File: src/rtl/vga_timing_pkg.sv
// vga_timing_pkg: shared 640x480@60 timing defaults, frame-size helper,
// colour types and the 2x2 Bayer threshold table used by vga_rgb_encoder.
// The table is only consumed when VGA_DITHER_EN is defined.
package vga_timing_pkg;

  // Default horizontal timing, in pixels.
  localparam int H_ACTIVE_DEF = 640;
  localparam int H_FP_DEF     = 16;
  localparam int H_SYNC_DEF   = 96;
  localparam int H_BP_DEF     = 48;

  // Default vertical timing, in lines.
  localparam int V_ACTIVE_DEF = 480;
  localparam int V_FP_DEF     = 10;
  localparam int V_SYNC_DEF   = 2;
  localparam int V_BP_DEF     = 33;

  // Raster coordinates are 10-bit unsigned.
  localparam int CNT_W = 10;

  // Total period of one axis (pixels per line or lines per frame).
  function automatic int axis_total(input int active, input int fp,
                                    input int sync, input int bp);
    return active + fp + sync + bp;
  endfunction

  // One source colour channel.
  typedef logic [3:0] chan_t;

  // Source colour as presented by the pattern/frame source.
  typedef struct packed {
    chan_t r;
    chan_t g;
    chan_t b;
  } rgb_t;

  // Ordered-dither thresholds indexed by {y[0], x[0]}:
  // (0,0)=2, (0,1)=10, (1,0)=14, (1,1)=6.
  localparam logic [3:0][3:0] BAYER_T = {4'd6, 4'd14, 4'd10, 4'd2};

endpackage

File: src/rtl/vga_timing_gen.sv
// vga_timing_gen: raster counters advanced by the pixel strike, the
// registered request coordinate/visibility, and raw active-low sync decodes
// of the current coordinate. The sync decodes are retimed by the top so they
// line up with the encoded colour pins.
module vga_timing_gen
  import vga_timing_pkg::*;
#(
  parameter int H_ACTIVE = H_ACTIVE_DEF,
  parameter int H_FP     = H_FP_DEF,
  parameter int H_SYNC   = H_SYNC_DEF,
  parameter int H_BP     = H_BP_DEF,
  parameter int V_ACTIVE = V_ACTIVE_DEF,
  parameter int V_FP     = V_FP_DEF,
  parameter int V_SYNC   = V_SYNC_DEF,
  parameter int V_BP     = V_BP_DEF
) (
  input  logic             clk_i,
  input  logic             rst_i,
  input  logic             pix_en_i,
  output logic [CNT_W-1:0] req_x_o,
  output logic [CNT_W-1:0] req_y_o,
  output logic             req_active_o,
  output logic             hsync_raw_o,
  output logic             vsync_raw_o
);

  localparam int H_TOTAL = axis_total(H_ACTIVE, H_FP, H_SYNC, H_BP);
  localparam int V_TOTAL = axis_total(V_ACTIVE, V_FP, V_SYNC, V_BP);

  // All decode points are constants; the counters are only ever compared.
  localparam logic [CNT_W-1:0] H_LAST   = CNT_W'(H_TOTAL - 1);
  localparam logic [CNT_W-1:0] V_LAST   = CNT_W'(V_TOTAL - 1);
  localparam logic [CNT_W-1:0] H_ACT    = CNT_W'(H_ACTIVE);
  localparam logic [CNT_W-1:0] V_ACT    = CNT_W'(V_ACTIVE);
  localparam logic [CNT_W-1:0] HS_BEGIN = CNT_W'(H_ACTIVE + H_FP);
  localparam logic [CNT_W-1:0] HS_END   = CNT_W'(H_ACTIVE + H_FP + H_SYNC);
  localparam logic [CNT_W-1:0] VS_BEGIN = CNT_W'(V_ACTIVE + V_FP);
  localparam logic [CNT_W-1:0] VS_END   = CNT_W'(V_ACTIVE + V_FP + V_SYNC);

  logic [CNT_W-1:0] h_cnt_q, h_cnt_d;
  logic [CNT_W-1:0] v_cnt_q, v_cnt_d;
  logic             active_q, active_d;

  // Next raster position: step one pixel per strike, wrap line then frame.
  always_comb begin
    h_cnt_d = h_cnt_q;
    v_cnt_d = v_cnt_q;
    if (pix_en_i) begin
      if (h_cnt_q == H_LAST) begin
        h_cnt_d = '0;
        if (v_cnt_q == V_LAST) begin
          v_cnt_d = '0;
        end else begin
          v_cnt_d = v_cnt_q + CNT_W'(1);
        end
      end else begin
        h_cnt_d = h_cnt_q + CNT_W'(1);
      end
    end
    active_d = (h_cnt_d < H_ACT) && (v_cnt_d < V_ACT);
  end

  // Raster position and visibility register; reset restarts at (0,0).
  always_ff @(posedge clk_i) begin
    if (rst_i) begin
      h_cnt_q  <= '0;
      v_cnt_q  <= '0;
      active_q <= 1'b1;
    end else begin
      h_cnt_q  <= h_cnt_d;
      v_cnt_q  <= v_cnt_d;
      active_q <= active_d;
    end
  end

  assign req_x_o      = h_cnt_q;
  assign req_y_o      = v_cnt_q;
  assign req_active_o = active_q;

  // Sync pulses are active low inside their windows.
  assign hsync_raw_o = !((h_cnt_q >= HS_BEGIN) && (h_cnt_q < HS_END));
  assign vsync_raw_o = !((v_cnt_q >= VS_BEGIN) && (v_cnt_q < VS_END));

endmodule

File: src/rtl/vga_rgb_encoder.sv
// vga_rgb_encoder: 640x480@60 raster for 1-bit-per-channel VGA pins.
// Requests source pixels by coordinate and quantises each 4-bit channel to
// one bit. Build macro VGA_DITHER_EN selects 2x2 ordered dithering; without
// it each pin is simply the channel MSB. Colour and sync pins share a single
// output register so they stay aligned, one pixel period behind the request.
module vga_rgb_encoder
  import vga_timing_pkg::*;
#(
  parameter int H_ACTIVE = H_ACTIVE_DEF,
  parameter int H_FP     = H_FP_DEF,
  parameter int H_SYNC   = H_SYNC_DEF,
  parameter int H_BP     = H_BP_DEF,
  parameter int V_ACTIVE = V_ACTIVE_DEF,
  parameter int V_FP     = V_FP_DEF,
  parameter int V_SYNC   = V_SYNC_DEF,
  parameter int V_BP     = V_BP_DEF
) (
  input  logic       clk,
  input  logic       rst,
  input  logic       pix_en,
  output logic [9:0] req_x,
  output logic [9:0] req_y,
  output logic       req_active,
  input  logic [3:0] in_RED,
  input  logic [3:0] in_GREEN,
  input  logic [3:0] in_BLUE,
  output logic       RED,
  output logic       GREEN,
  output logic       BLUE,
  output logic       HSYNC,
  output logic       VSYNC
);

  logic hsync_raw;
  logic vsync_raw;

  vga_timing_gen #(
    .H_ACTIVE (H_ACTIVE),
    .H_FP     (H_FP),
    .H_SYNC   (H_SYNC),
    .H_BP     (H_BP),
    .V_ACTIVE (V_ACTIVE),
    .V_FP     (V_FP),
    .V_SYNC   (V_SYNC),
    .V_BP     (V_BP)
  ) u_timing (
    .clk_i        (clk),
    .rst_i        (rst),
    .pix_en_i     (pix_en),
    .req_x_o      (req_x),
    .req_y_o      (req_y),
    .req_active_o (req_active),
    .hsync_raw_o  (hsync_raw),
    .vsync_raw_o  (vsync_raw)
  );

  rgb_t src;
  assign src = {in_RED, in_GREEN, in_BLUE};

`ifdef VGA_DITHER_EN
  // Pixel lights when the channel exceeds the Bayer threshold for its cell.
  function automatic logic quantise(input chan_t v, input logic x0,
                                    input logic y0);
    return v > BAYER_T[{y0, x0}];
  endfunction

  logic [2:0] rgb_quant;
  assign rgb_quant = {quantise(src.r, req_x[0], req_y[0]),
                      quantise(src.g, req_x[0], req_y[0]),
                      quantise(src.b, req_x[0], req_y[0])};
`else
  // Flat threshold of 7: the pin is the channel MSB.
  function automatic logic quantise(input chan_t v);
    return v[3];
  endfunction

  logic [2:0] rgb_quant;
  assign rgb_quant = {quantise(src.r), quantise(src.g), quantise(src.b)};
`endif

  logic [2:0] rgb_q, rgb_d;
  logic       hsync_q, hsync_d;
  logic       vsync_q, vsync_d;

  // Output stage loads on the strike; blanking forces black.
  always_comb begin
    rgb_d   = rgb_q;
    hsync_d = hsync_q;
    vsync_d = vsync_q;
    if (pix_en) begin
      rgb_d   = req_active ? rgb_quant : 3'b000;
      hsync_d = hsync_raw;
      vsync_d = vsync_raw;
    end
  end

  // Pin register; reset drives black with both syncs idle high.
  always_ff @(posedge clk) begin
    if (rst) begin
      rgb_q   <= 3'b000;
      hsync_q <= 1'b1;
      vsync_q <= 1'b1;
    end else begin
      rgb_q   <= rgb_d;
      hsync_q <= hsync_d;
      vsync_q <= vsync_d;
    end
  end

  assign RED   = rgb_q[2];
  assign GREEN = rgb_q[1];
  assign BLUE  = rgb_q[0];
  assign HSYNC = hsync_q;
  assign VSYNC = vsync_q;

endmodule
File: config.mk
export PLATFORM = sky130hd
export DESIGN_NAME = vga_rgb_encoder
export DESIGN_NICKNAME = d
export VERILOG_FILES = /design/src/rtl/vga_timing_pkg.sv /design/src/rtl/vga_timing_gen.sv /design/src/rtl/vga_rgb_encoder.sv
export SDC_FILE = /design/constraint.sdc
export NUM_CORES = 1
export LEC_CHECK = 0
export ABC_AREA = 0
export BUFFER_PORTS_ARGS = -buffer_cell sky130_fd_sc_hd__clkbuf_2
export CAP_MARGIN = 20
export CORE_UTILIZATION = 54
export DETAILED_ROUTE_END_ITERATION = 7
export MAX_ROUTING_LAYER = met4
export PLACE_DENSITY_LB_ADDON = 0.3
export SYNTH_ARGS = -nofsm -noshare
export SYNTH_HDL_FRONTEND = slang
export SYNTH_SLANG_ARGS = --single-unit
File: constraint.sdc
create_clock -name clk -period 2.8 [get_ports clk]
set_input_delay 0.28 -clock clk [delete_from_list [all_inputs] [get_ports clk]]
set_output_delay 0.28 -clock clk [all_outputs]
set_load 0.05 [all_outputs]
==> out/metrics.cfg <==
[critical_path]
crit_type = reg -> reg
start_kind = flip-flop
crit_buf_inv = 0
cp_top_family = simple AND/OR/NAND/NOR gates
crit_fanout = 9
cp.required_ps = 3010
crit_arrival_ps = 2300
max_stage_delay_ps = 440
slowest_stage = dfxtp_1
crit_path_end_kind = flip-flop
critical_path.cell_chain = ha_1 > and3_1 > and4_1 > nand4_1 > a221oi_2 > a211oi_1

[timing]
slew_headroom_pct = 71.2
finalSetupViolations = 0
grt_setup_unrepaired = false
tightest_slew_ps = 432
setup_tns_ps = 0
finalHoldViolations = 0
min_period_over_period_pct = 74.5
fmax_mhz = 479
slew_viol_final = 0
final.setup_skew_ps = 3.35
fin_crit_ps = 2090
timing.hold.ws_ps = 204

[yosys]
ys_types = 37
yosys_warnings = 0
synthCells = 154
synth_area_leaders = dfxtp_1 39%, xor2_1 6.5%, nor2_1 5.3%
syn_nets = 173
synth.avg_cell_area_um2 = 8.76
ys_seq_elements = 26
syn_area_um2 = 1350
synth.top_cell.area_share_pct = 38.6
yosysSeqAreaShare_pct = 38.6
synth_largest_area_cell = dfxtp_1

[clock_tree]
cts_inserted_buffers = 3
cts_htree_levels = 1
clock_path_buffers = 2
tritoncts = built
holdBufCountCts = 0
clkTransAtPathRegs_ps = 130
cts-root-buf = clkbuf_4
clk_latency_ps = 320
cts.repair.resized = 0
postCtsSetupRepairBufs = 0
clkSinkCount = 26

[floorplan]
fp.dieW_um = 52.0
initial_core_util_pct = 59.3
core_area_um2 = 2280
die_h_um = 52.0
dieArea_um2 = 2700
num_rows = 17
pin_count = 41

[run_status]
status = complete, no violations

[finish]
num_antenna_cells = 0
layout_commonest_cell = clkbuf_2
syn_to_final_growth_pct = 14.0
nets = 204
layout-drive-gt1-share_pct = 23.4
final_cell_mix = 31 x clkbuf_2, 26 x dfxtp_1, 19 x nor2_1
fin_cells = 212
fin_util_pct = 67.6
final_area_um2 = 1540

[place]
io_buffer_count = 31
dp_hpwl_um = 2070
dpl_cell_area_um2 = 1500
gp_congestion = 0.955
dp_cells = 208

[grt]
grt_pass1_wl_um = 4530
grt_pass1_vias = 1031
grt_max_degree = 16
track_usage_pct = 23.3
grt-ovfl-total = 0
antenna_found_initial = 0

[power]
p_seq_share_pct = 61.7
p_sw_mw = 0.148
combPwrFrac_pct = 8.2
p_int_mw = 0.469
peakVddDrop_mv = 0.258
pwr-share-clk_pct = 30.1
sw_frac_of_total_pct = 24.0
p_leak_nw = 0.634
powerDensity_nw_per_um2 = 402

[route]
vias = 1234
first_pass_iters = 4
totalWireLength_um = 2960
wl_per_cell_um = 13.9
drc = 0
drt-initial-drc-count = 38
via_per_inst = 5.82
ant_nets = 0

[worst_hold_path]
hp-class = in -> reg

[run]
maxCapViolCount = 0

[Yosys cell counts (all sizes together)]
library cell,instances
a211oi,1
a21boi,1
a21oi,9
a221oi,1
a41oi,1
and2,5
and3,3
and3b,1
and4,2
and4b,1
buf,3
clkbuf,2
dfxtp,26
ha,4
inv,5
mux2i,1
nand2,9
nand2b,6
nand3,7
nand4,12
nor2,19
nor2b,2
nor3,4
nor3b,1
nor4b,2
o21ai,5
o21bai,1
o221a,1
o31ai,2
or3,3
xnor2,4
xor2,10
[worst paths after layout]
path                            start                    end  slack [ps]  cells past startpoint
setup / recovery  u_timing.req_x_o[0]  u_timing.req_active_o         710                      6
hold / removal              in_RED[3]               rgb_q[2]         200                      3
setup reg to reg  u_timing.req_x_o[0]  u_timing.req_active_o         710                      6
hold reg to reg              rgb_q[1]               rgb_q[1]         480                      2
[power groups by stage]
stage	combinational (mW)	clock [mW]	sequential, mW
global placement	0.0495	0	0.388
CTS	0.0507	0.191	0.381
detailed placement	0.0505	0	0.389
floorplan	0.0181	0	0.407
finish	0.0507	0.186	0.381
global route	0.0545	0.208	0.382
[logic make-up (layout without fill, tap and decap cells)]
| logic type | count (synthesis) | after routing | share of synthesized area (%) |
|---|---|---|---|
| and+or+nand+nor | 77 | 77 | 32.6 |
| DFF | 26 | 26 | 38.6 |
| AOI/OAI and AO/OA | 22 | 22 | 11.1 |
| xor gates and xnor gates | 14 | 14 | 9.09 |
| buffers and inverters | 10 | 40 | 4.17 |
| adders and majority gates | 4 | 4 | 3.71 |
| muxes | 1 | 1 | 0.742 |
[cell type report]
type / count / area [um^2]
sequential: 26 / 520
fill: 198 / 738
timing repair buffer: 31 / 155
tap: 28 / 35.0
inverter: 5 / 18.8
multi-input combinational: 118 / 772
clock buffer: 4 / 36.3
[state kept, by name, summed over array words and instances (netlist names)]
register               cells
VSYNC                      1
rgb_q                      3
HSYNC                      1
u_timing.req_x_o          10
u_timing.req_y_o          10
u_timing.req_active_o      1
[worst register-to-register path: cells and delay by family (launching register included)]
family                   cells  cell delay (ps)
flip-flops                   1              440
AND/OR/NAND/NOR              3              980
adder cells (fa/ha/maj)      1              190
AO/OA/AOI/OAI                2              380
[routing by layer]
metal  global-route usage, %  part of all wire [%]  routed length [um]
met1                    29.5                    43                1280
met5                       -                     0                   0
met4                    9.91                   1.6                  48
met3                    2.92                   7.3                 215
met2                    37.4                    48                1410
[metrics by stage]
| stage | setup WS (ps) | total power, mW |
|---|---|---|
| CTS | 748 | 0.623 |
| global route | 606 | 0.645 |
| detailed placement | 771 | 0.440 |
| floorplan | 658 | 0.425 |
| global placement | 816 | 0.438 |
| finish | 713 | 0.618 |
Power figures use the tool's default switching activity.
